<file path="src/rtl/serial_adder.sv">
// Bit-serial adder/subtractor: one full-adder cell, registered carry, LSB first.
// Define SERIAL_ADDER_SUB_EN to enable subtraction (b inverted, carry-in forced to 1).
module serial_adder #(
  parameter int unsigned WIDTH = 8
) (
  input  logic             clk,
  input  logic             rst_n,
  input  logic             start_i,
  input  logic [WIDTH-1:0] a_i,
  input  logic [WIDTH-1:0] b_i,
  input  logic             cin_i,
  input  logic             sub_i,
  output logic             busy_o,
  output logic             done_o,
  output logic [WIDTH-1:0] sum_o,
  output logic             cout_o,
  output logic             ovf_o
);

  localparam int unsigned CW = $clog2(WIDTH + 1);

  typedef enum logic [1:0] {
    ST_IDLE = 2'd0,
    ST_RUN  = 2'd1,
    ST_DONE = 2'd2
  } state_e;

  state_e           state_q, state_d;
  logic [WIDTH-1:0] a_q, a_d;
  logic [WIDTH-1:0] b_q, b_d;
  logic [WIDTH-1:0] acc_q, acc_d;
  logic [WIDTH-1:0] sum_q, sum_d;
  logic [CW-1:0]    cnt_q, cnt_d;
  logic             c_q, c_d;
  logic             cout_q, cout_d;
  logic             ovf_q, ovf_d;
  logic             busy_q, busy_d;
  logic             done_q, done_d;

  logic [WIDTH-1:0] b_ld_c;
  logic             c_ld_c;
  logic             s_c;
  logic             co_c;
  logic             last_c;
  logic [WIDTH-1:0] acc_shift_c;

  // Operand conditioning applied once at capture time
`ifdef SERIAL_ADDER_SUB_EN
  assign b_ld_c = sub_i ? ~b_i : b_i;
  assign c_ld_c = sub_i ? 1'b1 : cin_i;
`else
  logic unused_sub;
  assign unused_sub = sub_i;
  assign b_ld_c     = b_i;
  assign c_ld_c     = cin_i;
`endif

  // Single full-adder cell on the current LSBs
  assign s_c    = a_q[0] ^ b_q[0] ^ c_q;
  assign co_c   = (a_q[0] & b_q[0]) | (a_q[0] & c_q) | (b_q[0] & c_q);
  assign last_c = (cnt_q == CW'(WIDTH - 1));

  always_comb begin
    acc_shift_c            = acc_q >> 1;
    acc_shift_c[WIDTH-1]   = s_c;
  end

  // Next-state and datapath control
  always_comb begin
    state_d = state_q;
    a_d     = a_q;
    b_d     = b_q;
    acc_d   = acc_q;
    sum_d   = sum_q;
    cnt_d   = cnt_q;
    c_d     = c_q;
    cout_d  = cout_q;
    ovf_d   = ovf_q;

    case (state_q)
      ST_IDLE: begin
        if (start_i) begin
          a_d     = a_i;
          b_d     = b_ld_c;
          c_d     = c_ld_c;
          acc_d   = '0;
          cnt_d   = '0;
          state_d = ST_RUN;
        end
      end
      ST_RUN: begin
        a_d   = a_q >> 1;
        b_d   = b_q >> 1;
        c_d   = co_c;
        acc_d = acc_shift_c;
        cnt_d = cnt_q + CW'(1);
        if (last_c) begin
          // c_q here is the carry into the MSB
          sum_d   = acc_shift_c;
          cout_d  = co_c;
          ovf_d   = c_q ^ co_c;
          state_d = ST_DONE;
        end
      end
      ST_DONE: begin
        state_d = ST_IDLE;
      end
      default: begin
        state_d = ST_IDLE;
      end
    endcase

    busy_d = (state_d == ST_RUN);
    done_d = (state_d == ST_DONE);
  end

  always_ff @(posedge clk or negedge rst_n) begin
    if (!rst_n) begin
      state_q <= ST_IDLE;
      a_q     <= '0;
      b_q     <= '0;
      acc_q   <= '0;
      sum_q   <= '0;
      cnt_q   <= '0;
      c_q     <= 1'b0;
      cout_q  <= 1'b0;
      ovf_q   <= 1'b0;
      busy_q  <= 1'b0;
      done_q  <= 1'b0;
    end else begin
      state_q <= state_d;
      a_q     <= a_d;
      b_q     <= b_d;
      acc_q   <= acc_d;
      sum_q   <= sum_d;
      cnt_q   <= cnt_d;
      c_q     <= c_d;
      cout_q  <= cout_d;
      ovf_q   <= ovf_d;
      busy_q  <= busy_d;
      done_q  <= done_d;
    end
  end

  assign busy_o = busy_q;
  assign done_o = done_q;
  assign sum_o  = sum_q;
  assign cout_o = cout_q;
  assign ovf_o  = ovf_q;

endmodule

</file>
<file path="config.mk">
export PLATFORM = sky130hd
export DESIGN_NAME = serial_adder
export DESIGN_NICKNAME = d
export VERILOG_FILES = /design/src/rtl/serial_adder.sv
export SDC_FILE = /design/constraint.sdc
export NUM_CORES = 1
export LEC_CHECK = 0
export CORE_MARGIN = 1.5
export CORE_UTILIZATION = 42
export CTS_CLUSTER_DIAMETER = 30
export CTS_CLUSTER_SIZE = 24
export DETAILED_ROUTE_END_ITERATION = 16
export PLACE_DENSITY = 0.67
export SLEW_MARGIN = 20
export SYNTH_ARGS = -nofsm -noshare
export SYNTH_HDL_FRONTEND = slang
export SYNTH_SLANG_ARGS = --single-unit
</file>
<file path="constraint.sdc">
create_clock -name clk -period 4.1 [get_ports clk]
set_clock_uncertainty 0.2 [all_clocks]
set_input_delay 0.82 -clock clk [delete_from_list [all_inputs] [get_ports clk]]
set_output_delay 0.82 -clock clk [all_outputs]
set_load 0.1 [all_outputs]
</file>
==> impl.org, run 1 <==
** Layout
- Area delta synth->final :: 23.0%
- The repair_antennas step left the layout with diodes totalling 0.
- Fraction of layout cells with a size suffix above 1 :: 9.57%
- Nets@finish :: 212
- Commonest cells after routing, fill and taps aside :: dfrtp_1 (42), clkdlybuf4s50_1 (30), nor2_1 (24)
- Commonest non-fill, non-tap cell in the layout :: dfrtp_1

** Clock tree
- The number of gates resized after CTS was 0.
- H-tree Lvls :: 2
- TritonCTS built the clock tree.
- Clk slew on worst S/H paths :: 0.07 ns
- Number of buffers inserted by hold repair at cts :: 0
- Total clock buffers created by CTS :: 5
- Clock tree synthesis found a total of 42 sinks.
- The number of setup buffers added after CTS is 0.
- Buffers from clock root to sink, at most :: 2
- CTS root buf :: clkbuf_8
- Clock latency on the worst-skew pair, taken at its later pin, is 0.28 ns.

** Timing
- The tightest hold path in the finished design has a slack of 0.300 ns.
- At the pin with the least slew margin, the transition time is 0.980 ns.
- Total count of hold-check failures in the final report :: 0
- In the final timing run, aggregate negative setup slack is 0 ns.
- Derived from the worst setup path, the maximum achievable clock frequency is 359 MHz.
- Setup repair after global routing left no endpoint under its margin.
- Final Critical Period :: 2.79 ns
- The final critical path takes up 68.0% of the cycle.
- Measured against its own limit, the worst slew margin works out to 34.7%.
- Setup violations remaining at the end of the flow were counted as 0.
- Max-slew violation count :: 0

** Floorplan
- Area of the core region :: 4000 µm²
- DIE WIDTH :: 67.6 µm
- The initialized floorplan defines 23 standard-cell rows.
- Die area :: 4570 µm²
- The initial utilization of the core area, before any placement, comes to 43.9%.
- Top-level port count :: 33
- Die Y :: 67.6 µm

** Critical path
- The number of buffers and inverters on the critical path is 1.
- Cell type of the slowest stage on the worst timing path :: clkdlybuf4s50_1
- Capturing element type of the critical path :: primary output
- CP Class :: reg -> out
- For the worst setup path, the data required time is 3.08 ns.
- Of all nets on the critical path, the largest fanout is 2.
- Traced cell by cell, the critical path runs through clkdlybuf4s50_1.
- Data arrival time of the worst path :: 1.77 ns
- The worst setup path is launched from a flip-flop.
- On the worst path, the slowest cell contributes a delay of 1.14 ns.
- Gate family responsible for the most delay along the worst path :: buffers and inverters

** Detailed routing
- For this run, design rule violations remaining after detail routing come to 0.
- Routed len/inst :: 13.4 µm
- Violation count after the first detailed-route iteration :: 62
- Post-DR vias/cell :: 5.16
- For this run, the detailed router's first-pass iteration total came to 4.
- Total wire length after detailed routing :: 3200 µm
- Once detail routing completed, the nets flagged for antenna violations numbered 0.
- The routed layout has 1,228 vias.

** Global routing
- Global-route wire length before repair :: 5790 µm
- Maximum number of pins on one net before global-route repair :: 43
- Total congestion overflow :: 0
- Global routing used 17.1% of the available tracks.
- Antenna violations before repair :: 0
- The via count of the first global-routing pass came to 1,305.

** Status
- Run status :: finished, final reports clean

** Pwr
- IR analysis of the VDD net gives a maximum drop of 0.319 mV.
- Static power due to leakage :: 0.982 nW
- Power density normalized to cell area :: 880 nW/µm²

** Synth
- Averaged over all synthesized cells, the footprint is 11.0 µm².
- Yosys printed 0 warnings.
- Number of instances in the synthesized netlist :: 160
- Cell variety after synth :: 27
- Sequential elements use 59.9% of the synthesized area.
- The number of nets in the synthesized netlist is 183.
- Counting flops and latches in the post-synthesis netlist gives 42.
- The cell area that synthesis handed to floorplanning was 1750 µm².

** Run
- Max-cap violations in this run came to 0.

** Place
- The congestion estimate from routability-driven global placement came to 0.771.
- Detailed placement finished with a half-perimeter wire length of 2130 µm.
- Buffers added on ports :: 31

** Min path
- The tightest min-delay check is of the reg -> reg type.
[logic make-up after synthesis]
family / count (synthesis) / synth area share [%]
DFF: 42 / 59.9
buffers and inverters: 15 / 4.21
xor gates and xnor gates: 1 / 0.499
muxes: 11 / 8.35
and+or+nand+nor: 66 / 16.8
AOI/OAI and AO/OA: 23 / 8.35
adders and majority gates: 2 / 1.85
[registers in the layout (all words and copies together), names as in the netlist]
register	flops
a_q	8
b_q	8
sum_o	8
acc_q	7
cnt_q	4
state_q	2
busy_o	1
c_q	1
cout_o	1
done_o	1
ovf_o	1
[synth_stat cells]
library cell | count | area share [%]
mux2_2 | 1 | 0.64
dfrtp_1 | 42 | 60
nand2_1 | 23 | 4.9
o21ai_0 | 4 | 1.1
nor2b_1 | 1 | 0.36
a31oi_1 | 2 | 0.71
ha_1 | 1 | 0.71
fa_1 | 1 | 1.1
o221ai_1 | 1 | 0.50
o21ba_2 | 1 | 0.57
inv_1 | 5 | 1.1
mux2i_1 | 3 | 1.7
buf_6 | 2 | 1.3
o22ai_1 | 14 | 5.0
a21o_1 | 1 | 0.43
nor3_4 | 1 | 0.93
or3b_1 | 1 | 0.50
xnor2_1 | 1 | 0.50
nor3b_1 | 2 | 0.86
clkbuf_1 | 6 | 1.3
nand2b_1 | 1 | 0.36
nand4_1 | 1 | 0.36
nand3_1 | 11 | 3.1
mux2_4 | 7 | 6.0
nor3_1 | 1 | 0.29
nor2_1 | 24 | 5.1
buf_2 | 2 | 0.57
[cell type report]
type                            count  area (µm²)
Fill cell                         364        1840
Sequential cell                    42        1050
Multi-Input combinational cell    103         629
Timing Repair Buffer               32         313
Clock buffer                        6        82.6
Tap cell                           50        62.6
Inverter                            5        18.8
[final timing paths]
path | startpoint | endpoint | slack (ns) | cells after the start
max in group asynchronous | rst_n | a_q[7] | 2.64 | 1
worst min register to register | b_q[3] | b_q[3] | 0.30 | 2
worst max-delay path | ovf_o | ovf_o | 1.31 | 1
min in group asynchronous | rst_n | sum_o[6] | 0.48 | 1
worst min-delay path | b_q[3] | b_q[3] | 0.30 | 2
worst max register to register | cnt_q[0] | sum_o[0] | 2.12 | 4
[per-stage QoR]
step / area, µm² / setup slack [ns] / total power, mW / util [%] / std cells
final: 2160 / 1.31 / 1.90 / 53.9 / 238
after global routing: 2160 / 1.24 / 2.05 / 53.9 / 238
after floorplan: 1750 / 2.18 / 1.46 / - / 160
after detailed placement: 2070 / 1.27 / 1.67 / 51.9 / 232
after CTS: 2160 / 1.29 / 1.93 / 53.9 / 238
after global placement: 2070 / 1.32 / 1.63 / 51.9 / 232
[power breakdown]
part / leakage, nW / internal [mW] / switching, mW / total (mW)
clock: 0.0431 / 0.130 / 0.123 / 0.253
combinational: 0.422 / 0.308 / 0.633 / 0.940
sequential: 0.517 / 0.599 / 0.107 / 0.705
total: 0.982 / 1.04 / 0.862 / 1.90
[worst min-delay path, stage by stage, from the launching register on]
cell     delay, ns
dfrtp_1       0.35
nor2_1        0.05
nor2_1        0.07
[routing by layer]
| layer | up-vias | GRT usage (%) | part of all wire, % |
|---|---|---|---|
| li1 | 596 | - | - |
| met1 | 596 | 20.9 | 46 |
| met2 | 31 | 28.8 | 48 |
| met3 | 5 | 4.33 | 4.7 |
| met4 | 0 | 6.63 | 1.2 |
| met5 | - | 0 | 0 |
(Power assumes the default switching activity.)
==> run 2: changes to the inputs <==
Settings changed: PLACE_DENSITY 0.67 to 0.69.
Clock period 4.1 ns to 2.52 ns, I/O delays scaled along.
==> run 2 against run 1 <==
Die area unchanged. Routed wire length down 1.1%. Non-clock buffer count up 6. Via count up 0.98%. Setup slack worse by 0.81 ns. Global-route usage down 0.92 points. Sequential share of layout area down 1.0 points. Clock power up 95%. Final cell count up 3.4%. Critical path depth up 4. Power up 66%. Highest routed layer unchanged.
==> impl.org, run 2 (synthesis gave the netlist of run 1 again) <==
** Status
- Run status :: finished, final reports clean (unchanged)

** Place
- The routability congestion estimate from global placement came to 0.737 (was 0.771).
- Post-detailed-placement half-perimeter wirelength :: 2250 µm (was 2130 µm)
- Placement Setup Slack :: 0.385 ns (was 1.27 ns)
- The number of buffers inserted by port buffering was 31 (unchanged).

** Clock tree
- The TritonCTS clock tree was done (unchanged).
- The maximum level of the CTS H-tree is 2 (unchanged).
- The clock-pin slew on the worst setup and hold paths was 0.08 ns (was 0.07 ns).
- The number of setup buffers added after CTS came to 0 (unchanged).
- Buffers from clock root to sink, at most :: 2 (unchanged)
- The total CTS buffers came to 5 (unchanged).
- CTS root buf :: clkbuf_8 (unchanged)
- The clock net sink count came to 42 (unchanged).
- Clock network latency to the later pin of the worst-skew pair :: 0.29 ns (was 0.28 ns)

** Pwr
- The peak ir drop on the vdd network is 0.534 mV (was 0.319 mV).
- The total power came to 3.16 mW (was 1.90 mW).
- The leakage component of the power is 1.04 nW (was 0.982 nW).
- Power density normalized to cell area :: 1430 nW/µm² (was 880 nW/µm²)

** Layout
- Antenna cells :: 0 (unchanged)
- Commonest cells after routing, fill and taps aside: dfrtp_1 (42), nor2_1 (24), nand2_1 (23) (was dfrtp_1 (42), clkdlybuf4s50_1 (30), nor2_1 (24)).
- The net count reported at finish came to 218 (was 212).
- Area delta synth->final :: 25.5% (was 23.0%)
- The most common cell after layout, fill and taps aside is dfrtp_1 (unchanged).
- Fraction of layout cells with a size suffix above 1 :: 18.9% (was 9.57%)

** Timing
- The number of hold violations in the final report is 0 (unchanged).
- Smallest setup slack after layout :: 0.498 ns (was 1.31 ns)
- Setup repair after global routing missed its margin :: false (unchanged)
- Static timing analysis puts the maximum clock frequency at 495 MHz.
- Max-slew violation count :: 0 (unchanged)
- Share of the clock period used by the worst path after layout :: 80.2%
- Final Critical Period :: 2.02 ns
- The measured slew at the worst slew-check pin came to 0.621 ns (was 0.980 ns).
- Worst slew margin :: 58.5% (was 34.7%)
- The worst hold slack came to 0.297 ns (was 0.300 ns).
- The final-layout setup total negative slack is 0 ns (unchanged).
- Count of endpoints failing setup in the final report :: 0 (unchanged)

** Detailed routing
- Antenna Nets Post-Route :: 0 (unchanged)
- Total via count after detailed routing :: 1,240 (was 1,228)
- DRC errors left :: 0 (unchanged)
- The average routed wire per standard cell came to 12.8 µm (was 13.4 µm).
- The via-per-instance ratio is 5.04 (was 5.16).
- The routed wire length was 3160 µm (was 3200 µm).
- The number of design-rule violations left by the first detailed-router iteration is 31 (was 62).
- First-pass detailed-route iteration total :: 4 (unchanged)

** Floorplan
- The number of cell rows is 23 (unchanged).
- The area of the die came to 4570 µm² (unchanged).
- Initial core utilization :: 43.9% (unchanged)
- Area of the core region :: 4000 µm² (unchanged)
- The height of the die was 67.6 µm (unchanged).
- The x dimension of the die came to 67.6 µm (unchanged).
- Top-level port count :: 33 (unchanged)

** Critical path
- Startpoint Class :: flip-flop (unchanged)
- Startpoint of the worst setup timing path :: cnt_q[0] (was ovf_o)
- Reg2Reg Depth :: 5 (was 4)
- The critical path data required time was 2.50 ns (was 3.08 ns).
- Data arrival time of the worst path :: 2.00 ns (was 1.77 ns)
- The top fanout value on the critical path was 8 (was 2).
- The path type of the worst setup path was reg -> reg (was reg -> out).
- The startpoint of the lowest-slack register-to-register path is cnt_q[0] (unchanged).
- Capturing element type of the critical path :: flip-flop (was primary output)
- The reg2reg setup slack was 0.50 ns (was 2.12 ns).

** Global routing
- The number of antenna violations at the first check in global routing came to 0 (unchanged).
- Total congestion overflow :: 0 (unchanged)
- Via count of the first global-routing pass :: 1,232 (was 1,305)
- The global-route wire length before repair is 5400 µm (was 5790 µm).
- The pin count of the biggest net entering global routing was 34 (was 43).
- The aggregate global-route resource usage was 16.1% (was 17.1%).

** Min path
- The class of the worst hold path was reg -> reg (unchanged).
- The start point of the worst hold path is acc_q[1] (was b_q[3]).
- The number of cells traversed by the worst hold path came to 2 (unchanged).

** Run
- The max-capacitance violation count came to 0 (unchanged).
run 2: cell count changes in the layout (fill, tap and decap cells not counted):
cell / previous run / this run
buf_4: 1 / 18
clkbuf_8: 6 / 8
clkdlybuf4s50_1: 30 / 18
dlygate4sd3_1: 0 / 1
run 2: final timing paths:
check                           end
min in group asynchronous  sum_o[5]
min reg2reg                acc_q[1]
max in group asynchronous    b_q[7]
max reg2reg                   ovf_o
max                           ovf_o
min                        acc_q[1]
run 2: per-stage QoR:
step                      area (µm²)  util, %  cells
after floorplan                 1750        -    160
after global placement          2080     52.0    237
after detailed placement        2080     52.0    237
after CTS                       2200     55.1    246
after global routing            2200     55.1    246
final                           2200     55.1    246
run 2: per-layer routing:
metal | part of all wire (%) | vias to the layer above | track usage (%)
met5 | 0 | - | 0
met4 | 1.3 | 0 | 5.36
met3 | 5.2 | 5 | 4.67
met2 | 48 | 36 | 28.4
met1 | 45 | 590 | 18.7
li1 | - | 609 | -
run 2: critical path, cell delays in order, from the launching register on:
cell	delay (ns)
dfrtp_1	0.39
ha_1	0.20
nand2_1	0.12
nor3_4	0.45
buf_4	0.25
mux2_4	0.30
run 2: final cells by class:
class | instances | area [µm²]
fill | 352 | 1800
sequential | 42 | 1050
multi-input combinational | 103 | 629
timing repair buffer | 38 | 330
clock buffer | 8 | 110
tap | 50 | 62.6
inverter | 5 | 18.8
run 2: power breakdown:
group	total [mW]	internal, mW	switching (mW)
registers	1.15	0.974	0.177
logic	1.51	0.489	1.02
clock network	0.494	0.277	0.217
run 2: repair_timing:
item / 4_1_cts / 5_1_grt
hold buffers: 1 / 0
gates resized for setup: 0 / 0
hold endpoints to repair: 14 / 0
==> run 3: changes to the inputs <==
Clock period 2.52 ns to 1.8 ns, I/O delays scaled along.
==> run 3 against run 2 <==
Clock-buffer cell count shrank 1. Power up 51%. Cell area increased by 8.1%. Core utilization is 4.5 points higher. Die area is the same. Routed wire length up 4.1%. Setup slack got worse by 0.42 ns. Sequential power is 46% higher. First-iteration DRC count is 13% higher. Hold slack improved by 0.0048 ns. Non-clock buffer count grew 3. Sequential share of layout area down 3.6 points. Largest cell class unchanged. Largest power group unchanged. Highest routed layer unchanged.
==> impl.org, run 3 (synthesis gave the netlist of run 1 again) <==
** Status
- Run status: finished, final reports clean (unchanged).

** Pwr
- The power per unit of standard cell area is 2000 nW/µm² (was 1430 nW/µm²).
- Worst VDD drop :: 0.878 mV (was 0.534 mV)
- Overall power after layout :: 4.77 mW (was 3.16 mW)
- Static power due to leakage :: 1.10 nW (was 1.04 nW)

** Critical path
- The top fanout value on the critical path was 21 (was 8).
- CP max stage delay :: 0.51 ns (was 0.45 ns)
- Data arrival time of the worst path :: 1.70 ns (was 2.00 ns)
- Number of buffers and inverters on the critical path :: 2 (was 1)
- The path type of the worst setup path is in -> reg (was reg -> reg).
- Cell breakdown of the critical path :: clkdlybuf4s50_1 -> or3b_1 -> buf_12 -> o22ai_1 -> nor2_1 (was ha_1 -> nand2_1 -> nor3_4 -> buf_4 -> mux2_4)
- Cell type of the slowest stage on the worst timing path :: clkdlybuf4s50_1 (was nor3_4)
- Endpoint required time on the critical path :: 1.78 ns (was 2.50 ns)
- Capturing element type of the critical path :: flip-flop (unchanged)
- Gate family responsible for the most delay along the worst path :: buffers and inverters (was simple AND/OR/NAND/NOR gates)
- Startpoint Class :: input port (was flip-flop)

** Clock tree
- The total CTS buffers is 5 (unchanged).
- Buffers from clock root to sink, at most :: 2 (unchanged)
- The maximum level of the CTS H-tree was 2 (unchanged).
- Number of buffers inserted by hold repair at cts :: 1 (unchanged)
- The number of setup buffers added after CTS came to 0 (unchanged).
- Clock network latency to the later pin of the worst-skew pair :: 0.29 ns (about the same)
- Clock tree from TritonCTS :: done (unchanged)
- The clock net sink count is 42 (unchanged).
- The post-cts resize count was 0 (unchanged).
- The clock-pin slew on the worst setup and hold paths came to 0.07 ns (was 0.08 ns).
- CTS root buf :: clkbuf_8 (unchanged)

** Global routing
- The via count of the first global-routing pass was 1,302 (was 1,232).
- Antenna violations before repair :: 0 (unchanged)
- Total congestion overflow :: 0 (unchanged)
- Maximum number of pins on one net before global-route repair :: 43 (was 34)
- Global-route wire length before repair :: 5920 µm (was 5400 µm)
- Overall global routing resource usage :: 17.8% (was 16.1%)

** Layout
- The most common cell after layout, fill and taps aside is dfrtp_1 (unchanged).
- The share of layout cells above drive strength 1 was 19.6% (was 18.9%).
- The number of non-filler instances in the completed layout was 249 (was 246).
- Antenna cells :: 0 (unchanged)
- Nets@finish :: 221 (was 218)
- Commonest cells after routing, fill and taps aside: dfrtp_1 (42), nor2_1 (24), nand2_1 (23) (unchanged).
- The final design utilization was 59.5% (was 55.1%).
- Area delta synth->final :: 35.7% (was 25.5%)

** Place
- The placed cell count is 240 (was 237).
- The routability congestion estimate from global placement came to 0.795 (was 0.737).
- The HPWL reported at the end of detailed placement came to 2360 µm (was 2250 µm).
- The pre-CTS setup slack came to -0.201 ns (was 0.385 ns).
- The number of buffers inserted by port buffering was 31 (unchanged).

** Detailed routing
- DRC errors left :: 0 (unchanged)
- First-pass detailed-route iteration total :: 4 (unchanged)
- The routed wire length is 3290 µm (was 3160 µm).
- Violation count after the first detailed-route iteration :: 35 (was 31)
- The total vias in the final route came to 1,271 (was 1,240).
- The count of nets left with antenna violations after detail routing came to 0 (unchanged).
- Post-DR vias/cell :: 5.10 (was 5.04)
- The average routed wire per standard cell was 13.2 µm (was 12.8 µm).

** Run
- Max-cap viol count :: 0 (unchanged)

** Floorplan
- Area of the core region :: 4000 µm² (unchanged)
- DIE WIDTH :: 67.6 µm (unchanged)
- The area of the die is 4570 µm² (unchanged).
- The count of pins on the block boundary is 33 (unchanged).
- Count of standard-cell rows :: 23 (unchanged)
- Die Y :: 67.6 µm (unchanged)
- Initial core utilization :: 43.9% (unchanged)

** Min path
- The class of the worst hold path is reg -> reg (unchanged).

** Timing
- Count of endpoints failing setup in the final report :: 0 (unchanged)
- Final Critical Period :: 1.72 ns
- The measured slew at the worst slew-check pin came to 0.500 ns (was 0.621 ns).
- Worst slew margin :: 66.7% (was 58.5%)
- The final-layout setup total negative slack was 0 ns (unchanged).
- Max-slew violation count :: 0 (unchanged)
- The number of hold violations in the final report was 0 (unchanged).
- Smallest setup slack after layout :: 0.0782 ns (was 0.498 ns)
- Setup repair after global routing missed its margin: false (unchanged).
- Dividing the final minimum period by the clock period gives 95.7%.
- Maximum clock rate :: 581 MHz
[run 3: changes by cell type in the layout (fill, tap and decap cells not counted)]
cell / before / now
buf_12: 0 / 14
buf_4: 18 / 7
clkbuf_8: 8 / 6
clkbuf_1: 0 / 1
clkinv_2: 0 / 1
[run 3: per-layer routing]
metal,wire length (µm),track usage [%],part of all wire (%)
met1,1490,21.6,45
met2,1600,30.3,49
met5,0,0,0
met3,144,5.50,4.4
met4,48,5.36,1.5
[run 3: worst min-delay path, delay by kind of cell, from the launching register on]
family	cells	cell delay, ns
simple gates	2	0.13
flops	1	0.34
[run 3: power by group]
part	internal, mW	switching, mW	leakage (nW)	total [mW]
clock	0.309	0.295	0.0482	0.604
sequential	1.36	0.311	0.517	1.68
combinational	1.01	1.48	0.535	2.49
[run 3: path summary, 6_finish.rpt]
path | cells after the start | end | startpoint | slack (ns)
max reg2reg | 5 | sum_o[0] | cnt_q[0] | 0.11
min | 2 | acc_q[1] | acc_q[1] | 0.30
min reg2reg | 2 | acc_q[1] | acc_q[1] | 0.30
max in group asynchronous | 3 | acc_q[2] | rst_n | 0.60
min in group asynchronous | 3 | sum_o[6] | rst_n | 0.46
max | 5 | b_q[6] | start_i | 0.08
[run 3: cell type report]
| class | instances | area (µm²) |
|---|---|---|
| fill | 320 | 1620 |
| sequential | 42 | 1050 |
| multi-input combinational | 103 | 629 |
| timing repair buffer | 41 | 528 |
| clock buffer | 7 | 86.3 |
| tap | 50 | 62.6 |
| inverter | 5 | 18.8 |
| clock inverter | 1 | 5.00 |
[run 3: through the flow]
| step | cell area [µm²] | hold WS, ns |
|---|---|---|
| 2_1_floorplan | 1750 | -0.136 |
| 3_3_place_gp | 2280 | 0.247 |
| 3_5_place_dp | 2280 | 0.252 |
| 4_1_cts | 2380 | 0.302 |
| 5_1_grt | 2380 | 0.336 |
| 6_report | 2380 | 0.302 |
